--- src/rtl/msfsm_fire_scheduler.sv ---
// Purpose : MSFSM transition scheduler. Combines per-FSM votes over participants,
//           applies inhibits, grants one transition per slot round-robin, then settles.
// Latency : fire asserts 2 cycles after run is sampled in IDLE; one firing every SETTLE+2 cycles.
// Backpressure: none. run is a level enable, and an in-flight fire/settle always completes.
// Ports   : clk/reset (async, active-low); run; en_votes[f*N_TRANS+t]; inhibit[t];
//           fire (registered one-hot pulse); busy (not IDLE); deadlock; fire_count (wraps);
//           last_fire (index of the most recent grant).
module msfsm_fire_scheduler #(
  parameter int N_FSM = 3,
  parameter int N_TRANS = 9,
  parameter logic [N_FSM*N_TRANS-1:0] PART_MASK = '1,
  parameter int SETTLE = 1,
  parameter int DEADLOCK_LIMIT = 16,
  parameter int CNT_W = 16,
  localparam int LF_W = (N_TRANS > 1) ? $clog2(N_TRANS) : 1
) (
  input  logic                     clk,
  input  logic                     reset,
  input  logic                     run,
  input  logic [N_FSM*N_TRANS-1:0] en_votes,
  input  logic [N_TRANS-1:0]       inhibit,
  output logic [N_TRANS-1:0]       fire,
  output logic                     busy,
  output logic                     deadlock,
  output logic [CNT_W-1:0]         fire_count,
  output logic [LF_W-1:0]          last_fire
);

  localparam int IC_W = $clog2(DEADLOCK_LIMIT + 1);

  typedef enum logic [2:0] {
    S_IDLE   = 3'd0,
    S_ARB    = 3'd1,
    S_FIRE   = 3'd2,
    S_SETTLE = 3'd3,
    S_DEAD   = 3'd4
  } state_t;

  state_t             state_q, state_d;
  logic [N_TRANS-1:0] fire_q, fire_d;
  logic               deadlock_q, deadlock_d;
  logic [CNT_W-1:0]   cnt_q, cnt_d;
  logic [LF_W-1:0]    last_q, last_d;
  logic [LF_W-1:0]    rr_q, rr_d;
  logic [IC_W-1:0]    idle_q, idle_d;
  logic [3:0]         settle_q, settle_d;

  // Global enable: every participant must vote; a transition with no
  // participants is never enabled.
  logic [N_TRANS-1:0] all_ok;
  logic [N_TRANS-1:0] has_part;
  logic [N_TRANS-1:0] en;

  always_comb begin
    all_ok   = '1;
    has_part = '0;
    for (int t = 0; t < N_TRANS; t++) begin
      for (int f = 0; f < N_FSM; f++) begin
        if (PART_MASK[f*N_TRANS+t]) begin
          has_part[t] = 1'b1;
          if (!en_votes[f*N_TRANS+t]) all_ok[t] = 1'b0;
        end
      end
    end
    en = all_ok & has_part & ~inhibit;
  end

  // Round-robin: first enabled index strictly after the last grant, with wrap.
  logic [LF_W-1:0] grant;
  logic            grant_vld;
  int              idx;

  always_comb begin
    grant     = '0;
    grant_vld = 1'b0;
    idx       = 0;
    for (int i = 1; i <= N_TRANS; i++) begin
      idx = int'(rr_q) + i;
      if (idx >= N_TRANS) idx = idx - N_TRANS;
      if (!grant_vld && en[LF_W'(idx)]) begin
        grant     = LF_W'(idx);
        grant_vld = 1'b1;
      end
    end
  end

  always_comb begin
    state_d    = state_q;
    fire_d     = fire_q;
    deadlock_d = deadlock_q;
    cnt_d      = cnt_q;
    last_d     = last_q;
    rr_d       = rr_q;
    idle_d     = idle_q;
    settle_d   = settle_q;
    case (state_q)
      S_IDLE: begin
        fire_d = '0;
        if (run) state_d = S_ARB;
      end
      S_ARB: begin
        if (!run) begin
          state_d = S_IDLE;
          idle_d  = '0;
        end else if (grant_vld) begin
          fire_d  = N_TRANS'(1) << grant;
          last_d  = grant;
          rr_d    = grant;
          idle_d  = '0;
          state_d = S_FIRE;
        end else begin
          idle_d = idle_q + 1'b1;
          if (idle_d == IC_W'(DEADLOCK_LIMIT)) begin
            state_d    = S_DEAD;
            deadlock_d = 1'b1;
            idle_d     = '0;  // a fresh count starts once DEAD is left
          end
        end
      end
      S_FIRE: begin
        // The counter only advances once the fire cycle completes, so a
        // reset landing mid-fire never counts that firing.
        cnt_d  = cnt_q + 1'b1;
        fire_d = '0;
        if (SETTLE > 0) begin
          settle_d = 4'(SETTLE);
          state_d  = S_SETTLE;
        end else begin
          state_d = run ? S_ARB : S_IDLE;
        end
      end
      S_SETTLE: begin
        fire_d   = '0;
        settle_d = settle_q - 1'b1;
        if (settle_q == 4'd1) state_d = run ? S_ARB : S_IDLE;
      end
      S_DEAD: begin
        deadlock_d = 1'b1;
        if (!run) begin
          state_d    = S_IDLE;
          deadlock_d = 1'b0;
        end else if (grant_vld) begin
          // Leave via ARB so the grant is re-evaluated on fresh inputs.
          state_d    = S_ARB;
          deadlock_d = 1'b0;
        end
      end
      default: state_d = S_IDLE;
    endcase
  end

  always_ff @(posedge clk or negedge reset) begin
    if (!reset) begin
      state_q    <= S_IDLE;
      fire_q     <= '0;
      deadlock_q <= 1'b0;
      cnt_q      <= '0;
      last_q     <= '0;
      rr_q       <= LF_W'(N_TRANS - 1);
      idle_q     <= '0;
      settle_q   <= '0;
    end else begin
      state_q    <= state_d;
      fire_q     <= fire_d;
      deadlock_q <= deadlock_d;
      cnt_q      <= cnt_d;
      last_q     <= last_d;
      rr_q       <= rr_d;
      idle_q     <= idle_d;
      settle_q   <= settle_d;
    end
  end

  assign fire       = fire_q;
  assign busy       = (state_q != S_IDLE);
  assign deadlock   = deadlock_q;
  assign fire_count = cnt_q;
  assign last_fire  = last_q;

endmodule

--- config.mk ---
export PLATFORM = sky130hd
export DESIGN_NAME = msfsm_fire_scheduler
export DESIGN_NICKNAME = d
export VERILOG_FILES = /design/src/rtl/msfsm_fire_scheduler.sv
export SDC_FILE = /design/constraint.sdc
export NUM_CORES = 1
export LEC_CHECK = 0
export CAP_MARGIN = 20
export CORE_UTILIZATION = 45
export CTS_BUF_LIST = sky130_fd_sc_hd__clkbuf_16
export DETAILED_ROUTE_END_ITERATION = 12
export GPL_ROUTABILITY_DRIVEN = 0
export PLACE_DENSITY = 0.66
export SLEW_MARGIN = 20
export SYNTH_ARGS = -nofsm -noshare
export SYNTH_HDL_FRONTEND = slang
export SYNTH_SLANG_ARGS = --single-unit
--- constraint.sdc ---
create_clock -name clk -period 6 [get_ports clk]
set_input_delay 0.6 -clock clk [delete_from_list [all_inputs] [get_ports clk]]
set_output_delay 0.6 -clock clk [all_outputs]
set_load 0.05 [all_outputs]
* After elaboration in Yosys (flattened, before gate mapping)
Cells that the tools add are included.
Word-level totals: bits of input ports 39, register bits 46, word-level logic and storage cells 193
Operators by class: bitwise logic cells 2, equality and inequality tests 14, $add $sub $neg 21, order comparisons 18, shift-type cells 1, muxes and demuxes 103, reductions and logical operators 26
Operators by type and width (count):
- 4-bit two-way mux | 18
- 1-bit two-way mux | 60
- 4-bit by 6-bit less-than comparator with 1-bit output (second input constant) | 9
- 5-bit by 4-bit >= comparator with 1-bit output (second input constant) | 9
- 1-bit binary-select mux with 4-bit select | 9
- 4-bit subtractor (second input constant) | 9
- 3-bit two-way mux | 7
- 4-bit by 3-bit adder with 5-bit output (second input constant) | 4
- 9-bit two-way mux | 2
- 9-bit case mux with 2 select lines | 1
- 16-bit by 1-bit adder with 16-bit output (second input constant) | 1
- 5-bit two-way mux | 3
- 3-bit case mux with 5 select lines | 1
- 2-bit inequality test (second input constant) | 6
- 4-bit by 2-bit adder with 5-bit output (second input constant) | 2
- 4-bit by 4-bit adder with 5-bit output (second input constant) | 2
- 9-bit bitwise AND | 1
- 9-bit inverter | 1
- 1-bit by 4-bit left shift with 9-bit output (first input constant) | 1
- 1-bit logical AND | 8
- 1-bit logical NOT | 8
- 4-bit case mux with 2 select lines | 1
- 4-bit AND reduction | 2
- 3-bit by 2-bit == test with 1-bit output (second input constant) | 2
- other kinds (15) | 18

* Depth between registers and ports, before layout
Gate-level depths: netlist of run 1.
word-level depth 36, depth in mapped cells 22, depth with buffers taken out 15

* Worst setup path after synthesis of run 1
OpenSTA, ideal clock, no wires.
path type reg2reg, start reg, netlist name last_fire[0], end reg fire_q[2] (netlist: fire[2]), path buffers 4, path slack 1.310 ns, cell stages (with the launch flop) 18, data arrival time 4.570 ns, setup time 0.121 ns, cell sequence dfrtp_1 -> buf_6 -> inv_2 -> buf_2 -> buf_1 -> ha_1 -> buf_2 -> xor2_1 -> nand2_1 -> mux2i_2 -> mux4_2 -> a22o_1 -> a2111oi_4 -> and2_2 -> a21oi_2 -> a311oi_4 -> nor2_2 -> a22o_1
RTL lines:
- end signal, assigned | RTL line 164 | fire_q <= fire_d;
- end, declared | RTL line 40 | logic [N_TRANS-1:0] fire_q, fire_d;

==> results of run 1 <==
[cells by family after synthesis]
kind of cell             Yosys count
multiplexers                      23
AND/OR/NAND/NOR                  302
buffers and inverters             65
XOR/XNOR                          30
AO/OA/AOI/OAI                    277
flip-flops                        43
adder cells (fa/ha/maj)           25
[critical path, stage by stage (launching register included)]
cell and delay, ns:
dfrtp_1 0.35, buf_4 0.32, ha_1 0.75, nand3b_1 0.45, a22oi_1 0.39, a211oi_2 0.16, o211a_1 0.28, o32ai_1 0.52
a31oi_1 0.18, o211ai_1 0.33, or3_1 0.34, o21ai_0 0.15, a31o_2 0.32, a221o_1 0.36
[layer usage]
| metal | global-route usage | up-vias |
|---|---|---|
| met5 | 0 | - |
| met4 | 0.185 | 0 |
| met3 | 0.0458 | 129 |
| met2 | 0.481 | 405 |
| met1 | 0.372 | 3012 |
| li1 | - | 3013 |
[final cells by class]
type / count / area (sq um) / area share
well taps: 172 / 215 / 0.0316
inverters: 16 / 60.1 / 0.00883
flip-flops and latches: 43 / 1080 / 0.159
clock buffers: 5 / 125 / 0.0184
clock inverters: 3 / 23.8 / 0.00350
repair buffers: 77 / 746 / 0.110
multi-input cells: 657 / 4550 / 0.669
[how the worst min path moves through the flow]
stage	start	to	slack, ns
floorplan	reset	deadlock	0.30
global placement	fire_count[15]	fire_count[15]	0.45
detailed placement	fire_count[15]	fire_count[15]	0.46
CTS	fire_count[15]	fire_count[15]	0.48
global route	fire_count[15]	fire_count[15]	0.50
finish	reset	fire_count[11]	0.46
[placed cells by master (no fill, tap or decap), types with 12 or more instances in the layout]
| cell | instances |
|---|---|
| a211oi_1 | 12 |
| a21o_1 | 14 |
| a21oi_1 | 50 |
| a221oi_1 | 13 |
| clkdlybuf4s50_1 | 68 |
| dfrtp_1 | 41 |
| ha_1 | 24 |
| inv_1 | 12 |
| mux2i_1 | 18 |
| nand2_1 | 81 |
| nand3_1 | 17 |
| nand4_1 | 14 |
| nor2_1 | 59 |
| nor2b_1 | 14 |
| nor3_1 | 23 |
| o21ai_0 | 40 |
| o22ai_1 | 14 |
| xnor2_1 | 19 |
[synthesized netlist by cell type (5+ instances only)]
| master | count |
|---|---|
| nand2_1 | 81 |
| nor2_1 | 59 |
| a21oi_1 | 50 |
| dfrtp_1 | 42 |
| o21ai_0 | 40 |
| ha_1 | 24 |
| nor3_1 | 23 |
| xnor2_1 | 19 |
| mux2i_1 | 18 |
| nand3_1 | 17 |
| clkbuf_1 | 15 |
| a21o_1 | 14 |
| nand4_1 | 14 |
| nor2b_1 | 14 |
| o22ai_1 | 14 |
| a221oi_1 | 13 |
| buf_2 | 13 |
| buf_4 | 13 |
| a211oi_1 | 12 |
| inv_1 | 12 |
| a22oi_1 | 11 |
| nand2b_1 | 11 |
| nand4b_1 | 11 |
| a22o_1 | 10 |
| and4b_1 | 10 |
| and2_1 | 9 |
| nor3b_1 | 9 |
| nor4_1 | 8 |
| o211ai_1 | 8 |
| o21a_1 | 8 |
| o21ai_1 | 7 |
| a31oi_1 | 6 |
| or3_1 | 6 |
| xor2_1 | 6 |
| a32oi_1 | 5 |
| and4_1 | 5 |
[state kept, by name, summed over array words and instances, names as in the netlist]
name,count
rr_q,1
deadlock,1
last_fire,4
fire,9
state_q,3
idle_q,5
fire_count,16
settle_q,4
[per-stage QoR]
step | cell area [sq um] | hold slack [ns]
2_1_floorplan | 5960 | 0.304
3_3_place_gp | 6650 | 0.454
3_5_place_dp | 6650 | 0.464
4_1_cts | 6800 | 0.476
5_1_grt | 6800 | 0.498
6_report | 6800 | 0.461
==> impl_summary.txt, run 1 <==
----------------------------------------------------
[Setup path]
  Required arrival time at the worst endpoint ... 6.18 ns
  Highest fanout seen on the critical path ... 22
  Category of the worst setup path launch point ... flop
  Worst setup path start ... last_fire[2]
  R2R Path Start ... last_fire[2]
  Setup Crit Path Kind ... reg2reg
  Worst reg-to-reg path cell count ... 13
  Crit end category ... flop
  Arrival time at the worst endpoint ... 5.20 ns
  Endpoint of the worst-slack reg-to-reg timing path ... fire[8]
  Last element of the critical path ... fire[8]
  Register-to-register setup slack ... 0.98 ns

[Synth]
  Synthesized area ... 5960 sq um
  Number of storage elements in the synthesis netlist ... 43
  Share of the yosys chip area belonging to registers ... 0.181
  Top area cells in the synthesized netlist ... dfrtp_1 18%, nand2_1 5.1%, ha_1 5.0%
  Synthesized-area fraction occupied by ao, oa, aoi and oai cells ... 0.345
  Number of synthesized flops with an enable pin ... 0
  Post-synthesis mux area share ... 0.0439
  Mapped Cells ... 765
  Mean instance size in the synthesized netlist ... 7.79 sq um
  Area share of and/or/nand/nor cells after synthesis ... 0.272
  Library cell occupying the most area in the post-synthesis netlist ... dfrtp_1
  Number of different library cells in the post-synthesis netlist ... 106
  Main synth FF type ... dfrtp_1
  Main combinational cell family by area after synthesis ... compound AO/OA/AOI/OAI gates
  Fraction of registers with async set/reset ... 1.00
  Yosys top cell area share ... 0.176
  Synthesized-area fraction occupied by xor and xnor cells ... 0.0504
  Number of warnings issued by yosys ... 0
  Net Count, Synth ... 828
  Synth Area in Adders ... 0.0520

[STA]
  Fin crit share ... 0.837
  Post-route worst setup slack ... 0.979 ns
  Post-route setup TNS ... 0 ns
  Fmax ... 199 MHz
  Setup repair after global routing missed its margin ... false
  Worst Tran Pin Value ... 0.947 ns
  Final setup violation count ... 0
  Setup clock skew after layout ... 0.00841 ns
  Slew HR ... 0.369
  Period minus WS final ... 5.02 ns
  Final Slew Violations ... 0
  Hold Vio Cnt, Final ... 0

[Route]
  Per-cell routed wire length ... 20.8 um
  DR WL met2 ... 8910 um
  M1 WL ... 8190 um
  Final Routed Wirelength ... 20200 um
  Top routing layer in use ... met4
  Number of antenna-violating nets in the routed design ... 0
  Number of detailed-routing iterations run before antenna repair ... 6
  Number of vias in the routed layout ... 6559
  Met3 WL post-DR ... 1850 um
  Remaining routing DRC violations ... 0
  Detailed router's first-iteration violation count ... 887
  Vias per inst ... 6.74

[Cells and area]
  Antenna diode count ... 0
  Final net count ... 863
  Number of non-filler instances in the completed layout ... 973
  Filler instances ... 1209
  Layout cell share with drive strength beyond 1 ... 0.0924
  Layout-stage area growth over the synthesis result ... 14.1%
  Util after Layout ... 0.532

[Placement]
  HPWL after detailed placement ... 15100 um
  Worst Setup Slack post-DPL ... 1.11 ns
  Count of placed standard cells including taps ... 965
  Total of buffers placed on input and output ports ... 69

[Job]
  Max-cap violations ... 0

[Hold path]
  Hold/Removal Path Class ... in2async

[CTS]
  H-tree Lvls ... 2
  Number of hold buffers added after CTS ... 0
  Sinks on the clock net ... 43
  TritonCTS Buffers ... 5
  Resized Gates After CTS ... 0
  Clock tree from TritonCTS ... built
  Number of buffers between clock root and the deepest sink ... 2
  Buffer type at the clock tree root ... clkbuf_16
  Post-CTS clock slew at the launch and capture registers of the worst setup and hold paths ... 0.07 ns
  Post-CTS setup-driven buffer insertion count ... 0
  Clock latency on the worst-skew pair ... 0.29 ns

[Floorplan]
  Area of the core ... 12800 sq um
  DIE AREA ... 13700 sq um
  Number of rows created at floorplan ... 41
  Starting Density ... 0.467
  Top-level I/O count ... 70
  Die Span X ... 117 um
  Chip Height ... 117 um

[GRT]
  Wire length of the first global-routing pass ... 31500 um
  Pin count of the biggest net entering global routing ... 59
  Number of antenna violations at the first check in global routing ... 0
  Global-route usage over all layers ... 0.297
  Number of global-route vias before repair ... 6071
  Global-route congestion overflow total ... 0

[Status]
  Status ... finished, final reports clean

----------------------------------------------------
Power of run 1 is not shown: default switching activity piles up to over one toggle a cycle in this logic, so the estimate is an artifact.
==> inputs of run 2 (changes only) <==
==> constraint.sdc (replaced) <==
create_clock -name clk -period 5 [get_ports clk]
set_input_delay 0.5 -clock clk [delete_from_list [all_inputs] [get_ports clk]]
set_output_delay 0.5 -clock clk [all_outputs]
set_load 0.05 [all_outputs]
==> impl_summary.txt, run 2 (synthesis results as in run 1) <==
----------------------------------------------------
[Setup path]
  Critical Path Slowest Stage Cell ... dfstp_2
  Register-to-register setup slack ... 0.19 ns (-0.79 ns)
  Endpoint of the worst-slack reg-to-reg timing path ... last_fire[1]
  Arrival time at the worst endpoint ... 4.94 ns (-0.26 ns)
  Category of the worst setup path launch point ... flop
  R2R Path Start ... rr_q[3]
  Crit end category ... flop
  Highest fanout seen on the critical path ... 9 (-59%)
  Worst reg-to-reg path cell count ... 11 (-2)
  Required arrival time at the worst endpoint ... 5.12 ns (-1.06 ns)
  Highest cell delay on the worst timing path ... 0.66 ns (-0.09 ns)
  Setup Crit Path Kind ... reg2reg
  Most common cell on crit path ... o211ai_1
  Critical-path cell list ... ha_1 > nor2b_1 > o21ai_2 > mux2i_2 > mux4_2 > a22o_1 > a2111oi_4 > o211ai_1 > a41oi_1 > o211ai_1 > o21ai_0

[CTS]
  H-tree Lvls ... 2 (unchanged)
  Number of buffers between clock root and the deepest sink ... 2 (unchanged)
  TritonCTS Buffers ... 5 (unchanged)
  Buffer type at the clock tree root ... clkbuf_16
  Sinks on the clock net ... 43 (unchanged)
  Clock latency on the worst-skew pair ... 0.29 ns (about the same)
  Clock tree from TritonCTS ... built
  Post-CTS clock slew at the launch and capture registers of the worst setup and hold paths ... 0.06 ns (about the same)

[STA]
  Worst hold margin ... 0.369 ns (-0.0923 ns)
  Final Slew Violations ... 0 (unchanged)
  Post-route worst setup slack ... 0.188 ns (-0.791 ns)
  Worst Tran Pin Value ... 0.967 ns (+0.0203 ns)
  Slew HR ... 0.355 (-0.0135)
  Hold Vio Cnt, Final ... 0 (unchanged)
  Fmax ... 208 MHz (+4.3%)
  Period minus WS final ... 4.81 ns (-0.209 ns)
  Fin crit share ... 0.962 (+0.126)
  Setup clock skew after layout ... 0.00659 ns (-0.00182 ns)
  Final setup violation count ... 0 (unchanged)

[GRT]
  Number of antenna violations at the first check in global routing ... 0 (unchanged)
  Global-route usage over all layers ... 0.306 (+0.00908)
  Wire length of the first global-routing pass ... 32200 um (+2.4%)
  Global-route congestion overflow total ... 0 (unchanged)
  Pin count of the biggest net entering global routing ... 44 (-25%)
  Number of global-route vias before repair ... 6090 (+0.31%)

[Floorplan]
  Chip Height ... 117 um (unchanged)
  Die Span X ... 117 um (unchanged)
  Area of the core ... 12800 sq um (unchanged)
  Starting Density ... 0.467 (unchanged)
  Top-level I/O count ... 70 (unchanged)
  Number of rows created at floorplan ... 41 (unchanged)
  DIE AREA ... 13700 sq um (unchanged)

[Cells and area]
  Number of non-filler instances in the completed layout ... 984 (+1.1%)
  Final net count ... 874 (+1.3%)
  Layout-stage area growth over the synthesis result ... 15.6%
  Antenna diode count ... 0 (unchanged)
  Most common cell after layout, fill and taps aside ... nand2_1
  Layout cell share with drive strength beyond 1 ... 0.108 (+0.0160)
  Most used cells in the layout excluding fill and tap cells ... 81 x nand2_1, 68 x clkdlybuf4s50_1, 59 x nor2_1, 50 x a21oi_1, 41 x dfrtp_1
  Largest register FFs ... 16 (unchanged)
  Util after Layout ... 0.540 (+0.00715)

[Route]
  Number of vias in the routed layout ... 6654 (+1.4%)
  Final Routed Wirelength ... 20600 um (+2.0%)
  Number of detailed-routing iterations run before antenna repair ... 6 (unchanged)
  Number of antenna-violating nets in the routed design ... 0 (unchanged)
  Per-cell routed wire length ... 21.0 um (+0.84%)
  Detailed router's first-iteration violation count ... 793 (-11%)
  Vias per inst ... 6.76 (+0.31%)
  Remaining routing DRC violations ... 0 (unchanged)

[Job]
  Max-cap violations ... 0 (unchanged)

[Status]
  Status ... finished, final reports clean

[Placement]
  Worst Setup Slack post-DPL ... 0.170 ns (-0.943 ns)
  Total of buffers placed on input and output ports ... 69 (unchanged)
  HPWL after detailed placement ... 15600 um (+3.6%)
  Count of placed standard cells including taps ... 976 (+1.1%)

[Hold path]
  Hold/Removal Path Class ... in2async

----------------------------------------------------
run 2: metrics by stage:
step | instance area (sq um) | TNS, ns
detailed placement | 6730 | 0
CTS | 6880 | 0
floorplan | 5960 | 0
global route | 6890 | -0.00241
global placement | 6730 | 0
finish | 6890 | 0
run 2: layer usage:
metal  GRT usage  vias up  wire length [um]
met5           0        -                 0
met4       0.185        0              1380
met3      0.0474      113              1730
met2       0.505      406              9280
met1       0.377     3112              8240
li1            -     3023                 -
run 2: area by class of cell:
| cell class | count | area (sq um) |
|---|---|---|
| clock buffers | 5 | 125 |
| clock inverters | 3 | 20.0 |
| fillers | 1177 | 5880 |
| inverters | 16 | 60.1 |
| multi-input cells | 657 | 4560 |
| flip-flops and latches | 43 | 1080 |
| well taps | 172 | 215 |
| repair buffers | 88 | 828 |
run 2: worst max path at each step:
stage / start / endpoint / slack [ns] / cells after the start
5_1_grt: last_fire[2] / fire[4] / -0.002 / 14
3_5_place_dp: last_fire[0] / fire[4] / 0.17 / 15
3_3_place_gp: last_fire[0] / fire[0] / 0.25 / 15
4_1_cts: last_fire[0] / fire[4] / 0.14 / 15
2_1_floorplan: last_fire[0] / fire[2] / 0.31 / 17
6_report: rr_q[3] / last_fire[1] / 0.19 / 11
run 2: critical path: cells and delay by family, from the launching register on:
family                   cells  cell delay [ns]
multiplexers                 2             0.94
flip-flops                   1             0.66
AND/OR/NAND/NOR              1             0.55
AO/OA/AOI/OAI                7             1.96
adder cells (fa/ha/maj)      1             0.54
run 2: timing repair:
item | in CTS | in global routing
resized for setup | 0 | 3
endpoints found under the setup margin | 0 | 7
buffers inserted | 0 | 0
hold buffers | 0 | 0
Power of run 2 is left out for the same reason.
